===== src/rtl/matrix_mult_ctrl.sv =====
// rtl/matrix_mult_ctrl.sv - sequencer computing C = A x B over three 10x10 matrix stores
module matrix_mult_ctrl #(
  parameter int DATA_WIDTH = 8,
  parameter int ACC_WIDTH  = 2*DATA_WIDTH+4
) (
  input  logic                  clk,
  input  logic                  rst_n,
  input  logic                  start,
  output logic                  busy,
  output logic                  done,
  output logic                  aRead,
  output logic [3:0]            aRow,
  output logic [3:0]            aCol,
  input  logic [DATA_WIDTH-1:0] aData,
  output logic                  bRead,
  output logic [3:0]            bRow,
  output logic [3:0]            bCol,
  input  logic [DATA_WIDTH-1:0] bData,
  output logic                  cWrite,
  output logic [3:0]            cRow,
  output logic [3:0]            cCol,
  output logic [ACC_WIDTH-1:0]  cData
);

  typedef enum logic [1:0] {IDLE, READ, LAST, WRITE} state_t;

  state_t                  state, state_nxt;
  logic [3:0]              i, j, k;
  logic [3:0]              i_nxt, j_nxt, k_nxt;
  logic                    done_q, done_nxt;
  logic                    vld;
  logic [3:0]              kd;
  logic [ACC_WIDTH-1:0]    acc;
  logic [2*DATA_WIDTH-1:0] prod;

  // Full-width unsigned product of the two operands returned by the stores
  assign prod = {{DATA_WIDTH{1'b0}}, aData} * {{DATA_WIDTH{1'b0}}, bData};

  assign busy = (state != IDLE);
  assign done = done_q;

  // State, loop counters and the registered done pulse
  always_ff @(posedge clk or negedge rst_n) begin
    if (!rst_n) begin
      state  <= IDLE;
      i      <= '0;
      j      <= '0;
      k      <= '0;
      done_q <= 1'b0;
    end else begin
      state  <= state_nxt;
      i      <= i_nxt;
      j      <= j_nxt;
      k      <= k_nxt;
      done_q <= done_nxt;
    end
  end

  // Next-state, counter stepping and store port drive
  always_comb begin
    state_nxt = state;
    i_nxt     = i;
    j_nxt     = j;
    k_nxt     = k;
    done_nxt  = 1'b0;
    aRead     = 1'b0;
    aRow      = '0;
    aCol      = '0;
    bRead     = 1'b0;
    bRow      = '0;
    bCol      = '0;
    cWrite    = 1'b0;
    cRow      = '0;
    cCol      = '0;
    cData     = '0;
    case (state)
      IDLE: begin
        if (start) begin
          i_nxt     = '0;
          j_nxt     = '0;
          k_nxt     = '0;
          state_nxt = READ;
        end
      end
      READ: begin
        aRead = 1'b1;
        aRow  = i;
        aCol  = k;
        bRead = 1'b1;
        bRow  = k;
        bCol  = j;
        if (k == 4'd9) begin
          k_nxt     = '0;
          state_nxt = LAST;
        end else begin
          k_nxt = k + 4'd1;
        end
      end
      // Bubble cycle: the k=9 product lands in acc before it is written out
      LAST: begin
        state_nxt = WRITE;
      end
      WRITE: begin
        cWrite = 1'b1;
        cRow   = i;
        cCol   = j;
        cData  = acc;
        if (i == 4'd9 && j == 4'd9) begin
          state_nxt = IDLE;
          done_nxt  = 1'b1;
        end else begin
          if (j == 4'd9) begin
            j_nxt = '0;
            i_nxt = i + 4'd1;
          end else begin
            j_nxt = j + 4'd1;
          end
          state_nxt = READ;
        end
      end
      default: state_nxt = IDLE;
    endcase
  end

  // Multiply-accumulate one cycle behind each read; kd==0 restarts the dot product
  always_ff @(posedge clk or negedge rst_n) begin
    if (!rst_n) begin
      vld <= 1'b0;
      kd  <= '0;
      acc <= '0;
    end else begin
      vld <= (state == READ);
      kd  <= k;
      if (vld) begin
        acc <= ((kd == 4'd0) ? '0 : acc)
             + {{(ACC_WIDTH-2*DATA_WIDTH){1'b0}}, prod};
      end
    end
  end

endmodule


===== config.mk =====
export PLATFORM = sky130hd
export DESIGN_NAME = matrix_mult_ctrl
export DESIGN_NICKNAME = d
export VERILOG_FILES = /design/src/rtl/matrix_mult_ctrl.sv
export SDC_FILE = /design/constraint.sdc
export NUM_CORES = 1
export LEC_CHECK = 0
export CAP_MARGIN = 20
export CORE_AREA = 4 4 109 111
export DETAILED_ROUTE_END_ITERATION = 8
export DIE_AREA = 0 0 113 115
export DONT_BUFFER_PORTS = 1
export GPL_TIMING_DRIVEN = 0
export SYNTH_ARGS = -nofsm -noshare
export SYNTH_HDL_FRONTEND = slang
export SYNTH_SLANG_ARGS = --single-unit

===== constraint.sdc =====
create_clock -name clk -period 5.85 [get_ports clk]
set_input_delay 1.4625 -clock clk [delete_from_list [all_inputs] [get_ports clk]]
set_output_delay 1.4625 -clock clk [all_outputs]
set_load 0.03 [all_outputs]

After elaboration in Yosys (flattened, before gate mapping):

Index checks and enable logic that the tools add are counted.

* output and inout bits: 49
* ROM bits: 0
* memories kept: 0
* bits in registers: 40
* memory bits (writable): 0
* logic and storage cells: 57
* latch bits: 0
* bits of input ports: 19

* div/mod/pow operators: 0
* add/subtract/negate cells: 4
* magnitude comparators: 0
* shift-type cells: 0
* reduce and logical (&&, ||, !) cells: 10
* equal/unequal tests: 10
* bitwise gates (word level): 0
* multiplexer cells: 24
* $mul: 1

Operators with widths (number)
* 4-bit two-way mux: 11
* 20-bit two-way mux: 2
* 4-bit one-hot mux with 2 select lines: 3
* 20-bit by 16-bit adder with 20-bit output: 1
* 8-bit by 8-bit multiplier with 16-bit output: 1
* 4-bit by 1-bit adder with 4-bit output, second input constant: 3
* 4-bit == test, second input constant: 3
* 2-bit != test, second input constant: 4
* 2-bit one-hot mux with 4 select lines: 1
* 2-bit nonzero test: 3
* 1-bit two-way mux: 5
* 2-bit == test, second input constant: 2
* 4-bit logical NOT: 1
* 2-bit two-way mux: 2
* 2-bit AND reduction: 2
* 4-bit AND reduction: 1
* 3-bit AND reduction: 1
* 2-bit by 1-bit == test with 1-bit output, second input constant: 1
* 2-bit logical NOT: 1
* 1-bit logical AND: 1

Longest topological paths before layout:

* depth after elaboration: 4
* depth in mapped cells: 18
* depth with buffers taken out: 17

Least setup slack after synthesis:

OpenSTA, ideal clock, no wires.

* path kind: in2reg
* from: in aData[0]
* to: reg acc[19]
* data arrival time: 5342 ps
* library setup time: 126 ps
* stages on the path: 16
* path slack: 382 ps
* cell sequence: nand2_1 > fa_1 > fa_1 > inv_1 > fa_1 > inv_1 > fa_1 > inv_1 > ha_1 > buf_6 > a21o_1 > a311o_2 > nand3b_2 > a311oi_1 > o21a_1 > a311o_1

* word-level cells in the longest chain between the ends: 2

Ends and longest elaborated chain
* start, declared: RTL line 14 `input logic [DATA_WIDTH-1:0] aData,`
* 8-bit by 8-bit multiplier with 16-bit output: RTL line 37 `assign prod = {{DATA_WIDTH{1'b0}}, aData} * {{DATA_WIDTH{1'b0}}, bData};`
* 20-bit by 16-bit adder with 20-bit output: RTL line 136 `+ {{(ACC_WIDTH-2*DATA_WIDTH){1'b0}}, prod};`
* end signal, assigned: RTL line 135 `acc <= ((kd == 4'd0) ? '0 : acc)`
* end, declared: RTL line 33 `logic [ACC_WIDTH-1:0] acc;`

Every way passes these cells.
A chain may end at the register's enable or synchronous reset.

Worst setup path in the final report:

* from: in bData[7]
* to: reg acc[19]

* word-level cells in the longest chain between the ends: 2

Ends and longest elaborated chain
* start, declared: RTL line 18 `input logic [DATA_WIDTH-1:0] bData,`
* 8-bit by 8-bit multiplier with 16-bit output: RTL line 37
* 20-bit by 16-bit adder with 20-bit output: RTL line 136

Every way passes these cells.

==> impl_metrics.json <==
{
  "synth_area_um2": 4800,
  "max-cap-violations": 0,
  "fill_cells": 1054,
  "die_w_um": 113,
  "fin_util": 0.472,
  "seq_area_um2": 1000,
  "startpoint_type": "input port",
  "cts_tree": "built",
  "dr.pass1.iters": 4,
  "routedWlPerCell_um": 15.3,
  "die_area_um2": 13000,
  "critical-path-top-delay-family": "adder cells",
  "place_ws_ns": 0.189,
  "clkTransAtPathRegs_ns": 0.08,
  "mostFrequentLayoutCells": "inv_1 (93), and2_1 (87), nand2_1 (56)",
  "grt_pass1_vias": 3708,
  "ctsHoldBuffers": 0,
  "start_util": 0.444,
  "avgSynthCellArea_um2": 8.91,
  "worst-r2r-cell-count": 18,
  "ios": 68,
  "skew_ns": 0.00767,
  "clockBufferDepth": 2,
  "path_buf_inv": 3,
  "period_share": 0.918,
  "cts_root_buf": "clkbuf_8",
  "fin_ws_ns": 0.479,
  "drt_iter0_markers": 141,
  "antenna_found_initial": 0,
  "h-tree-depth": 2,
  "startpoint": "bData[7]",
  "multi_input_area_um2": 3360,
  "grt.overflow.total": 0,
  "die_y_um": 115,
  "area_growth_pct": 6.18,
  "reg2reg_slack_ns": 0.54,
  "outcome": "complete, no violations",
  "layout.cells.most_common": "inv_1",
  "slew_headroom": 0.513,
  "path_class": "input port to flop",
  "cts_made_buffers": 5,
  "insertion_delay_ns": 0.31,
  "cts.sinks": 40,
  "min_path_type": "flop to flop",
  "ctsResizeCount": 0,
  "critPathSlowestCell": "fa_1",
  "syn_inst": 538,
  "met2_length_mm": 4.71,
  "cp.depth": 14,
  "setup_viol": 0,
  "gp_congestion": 0.890,
  "crit_path_max_fanout": 8,
  "gr-usage-all-layers": 0.173,
  "portBuffers": 0,
  "vias_per_cell": 5.16,
  "coreArea_um2": 10800,
  "grt_max_degree": 41,
  "finalHoldViolations": 0,
  "crit_end": "acc[19]",
  "fmax_mhz": 186,
  "synth_cell_types": 50,
  "post-cts-setup-buffers": 0,
  "n_antenna_cell": 0,
  "r2r-end": "acc[19]",
  "ant_nets": 0,
  "rows": 38,
  "final-max-slew-violation-count": 0,
  "drive_gt1_frac": 0.0641,
  "max_stage_delay_ns": 0.55,
  "final.setup.tns_ns": 0,
  "whs_ns": 0.482,
  "synth_edf_count": 0,
  "synth_nets": 657,
  "fin_crit_ns": 5.37,
  "num_vias": 3540,
  "nets": 664,
  "endpoint_kind": "flop",
  "path_common_cell": "fa_1",
  "async_flop_share": 1.00,
  "cp.required_ns": 6.04,
  "wl_met1_mm": 4.92,
  "crit_chain": "and2_1 > fa_1 > fa_1 > fa_1 > inv_1 > fa_1 > inv_1 > ha_1 > a21oi_1 > o211ai_2 > inv_2 > a311oi_1 > o21ai_0 > a311o_1",
  "dp_hpwl_mm": 8.64,
  "ys.warnings.count": 0,
  "wirelength_mm": 10.5,
  "grt_pass1_wl_mm": 18.3,
  "rsz0062_at_grt": "false",
  "yosysSeqAreaShare": 0.209,
  "yosys_register_bits": 40,
  "reg2reg_from": "kd[3]",
  "max_slew.worst_pin.slew_ns": 0.723,
  "wl_met3_um": 609,
  "critPathArrivalTime_ns": 5.56,
  "top_layer": "met4",
  "ys.flop_type": "dfrtp_1",
  "route.detailed.drc": 0
}
[stage by stage]
| step | instances | area (um^2) |
|---|---|---|
| after detailed placement | 678 | 4970 |
| after global routing | 686 | 5090 |
| after CTS | 686 | 5090 |
| after global placement | 678 | 4970 |
| final | 686 | 5090 |
| after floorplan | 538 | 4800 |
[layer usage]
layer  vias to the layer above  GRT usage
li1                       1718          -
met1                      1715      0.241
met2                        91      0.271
met3                        16     0.0374
met4                         0     0.0553
met5                         -          0
[worst min path at each step]
stage | start | to | slack, ns | cells past startpoint
2_1_floorplan | k[2] | kd[2] | 0.41 | 0
3_3_place_gp | k[2] | kd[2] | 0.45 | 0
3_5_place_dp | k[2] | kd[2] | 0.47 | 0
4_1_cts | k[3] | kd[3] | 0.49 | 0
5_1_grt | k[3] | kd[3] | 0.51 | 0
6_report | k[3] | kd[3] | 0.48 | 0
[cell usage after synthesis (all sizes together) (3+ instances only)]
cell	n	area, um^2
nand2	56	210
nand4	7	50.1
and2	87	544
xor2	10	87.6
ha	50	626
buf	6	48.8
xnor2	5	43.8
a21oi	19	95.1
inv	94	353
dfrtp	40	1000
mux2	14	158
fa	50	1000
o21ai	18	90.1
nor2	20	75.1
o22ai	3	18.8
nand3	12	60.1
nor3	3	15.0
clkbuf	10	37.5
[logic make-up (layout without fill, tap and decap cells)]
logic type | Yosys count | after routing | share of synthesized area
fa+ha+maj | 100 | 100 | 0.339
mux | 16 | 16 | 0.0370
compound gates | 58 | 58 | 0.0741
xor+xnor | 15 | 15 | 0.0274
buf+inv | 110 | 118 | 0.0916
flops | 40 | 40 | 0.209
simple gates | 199 | 199 | 0.222
[final cells by class]
| class | count | area share |
|---|---|---|
| Buffer | 16 | 0.0170 |
| Clock buffer | 6 | 0.0162 |
| Clock inverter | 2 | 0.00762 |
| Inverter | 94 | 0.0693 |
| Multi-Input combinational cell | 388 | 0.659 |
| Sequential cell | 40 | 0.197 |
| Tap cell | 140 | 0.0344 |
[sequential cells by signal (all words and copies together) (netlist names)]
signal,flops
acc,20
done,1
i,4
j,4
k,4
kd,4
state,2
vld,1
Power is not shown: default switching activity piles up to over one toggle a cycle in this logic, so the estimate is an artifact.
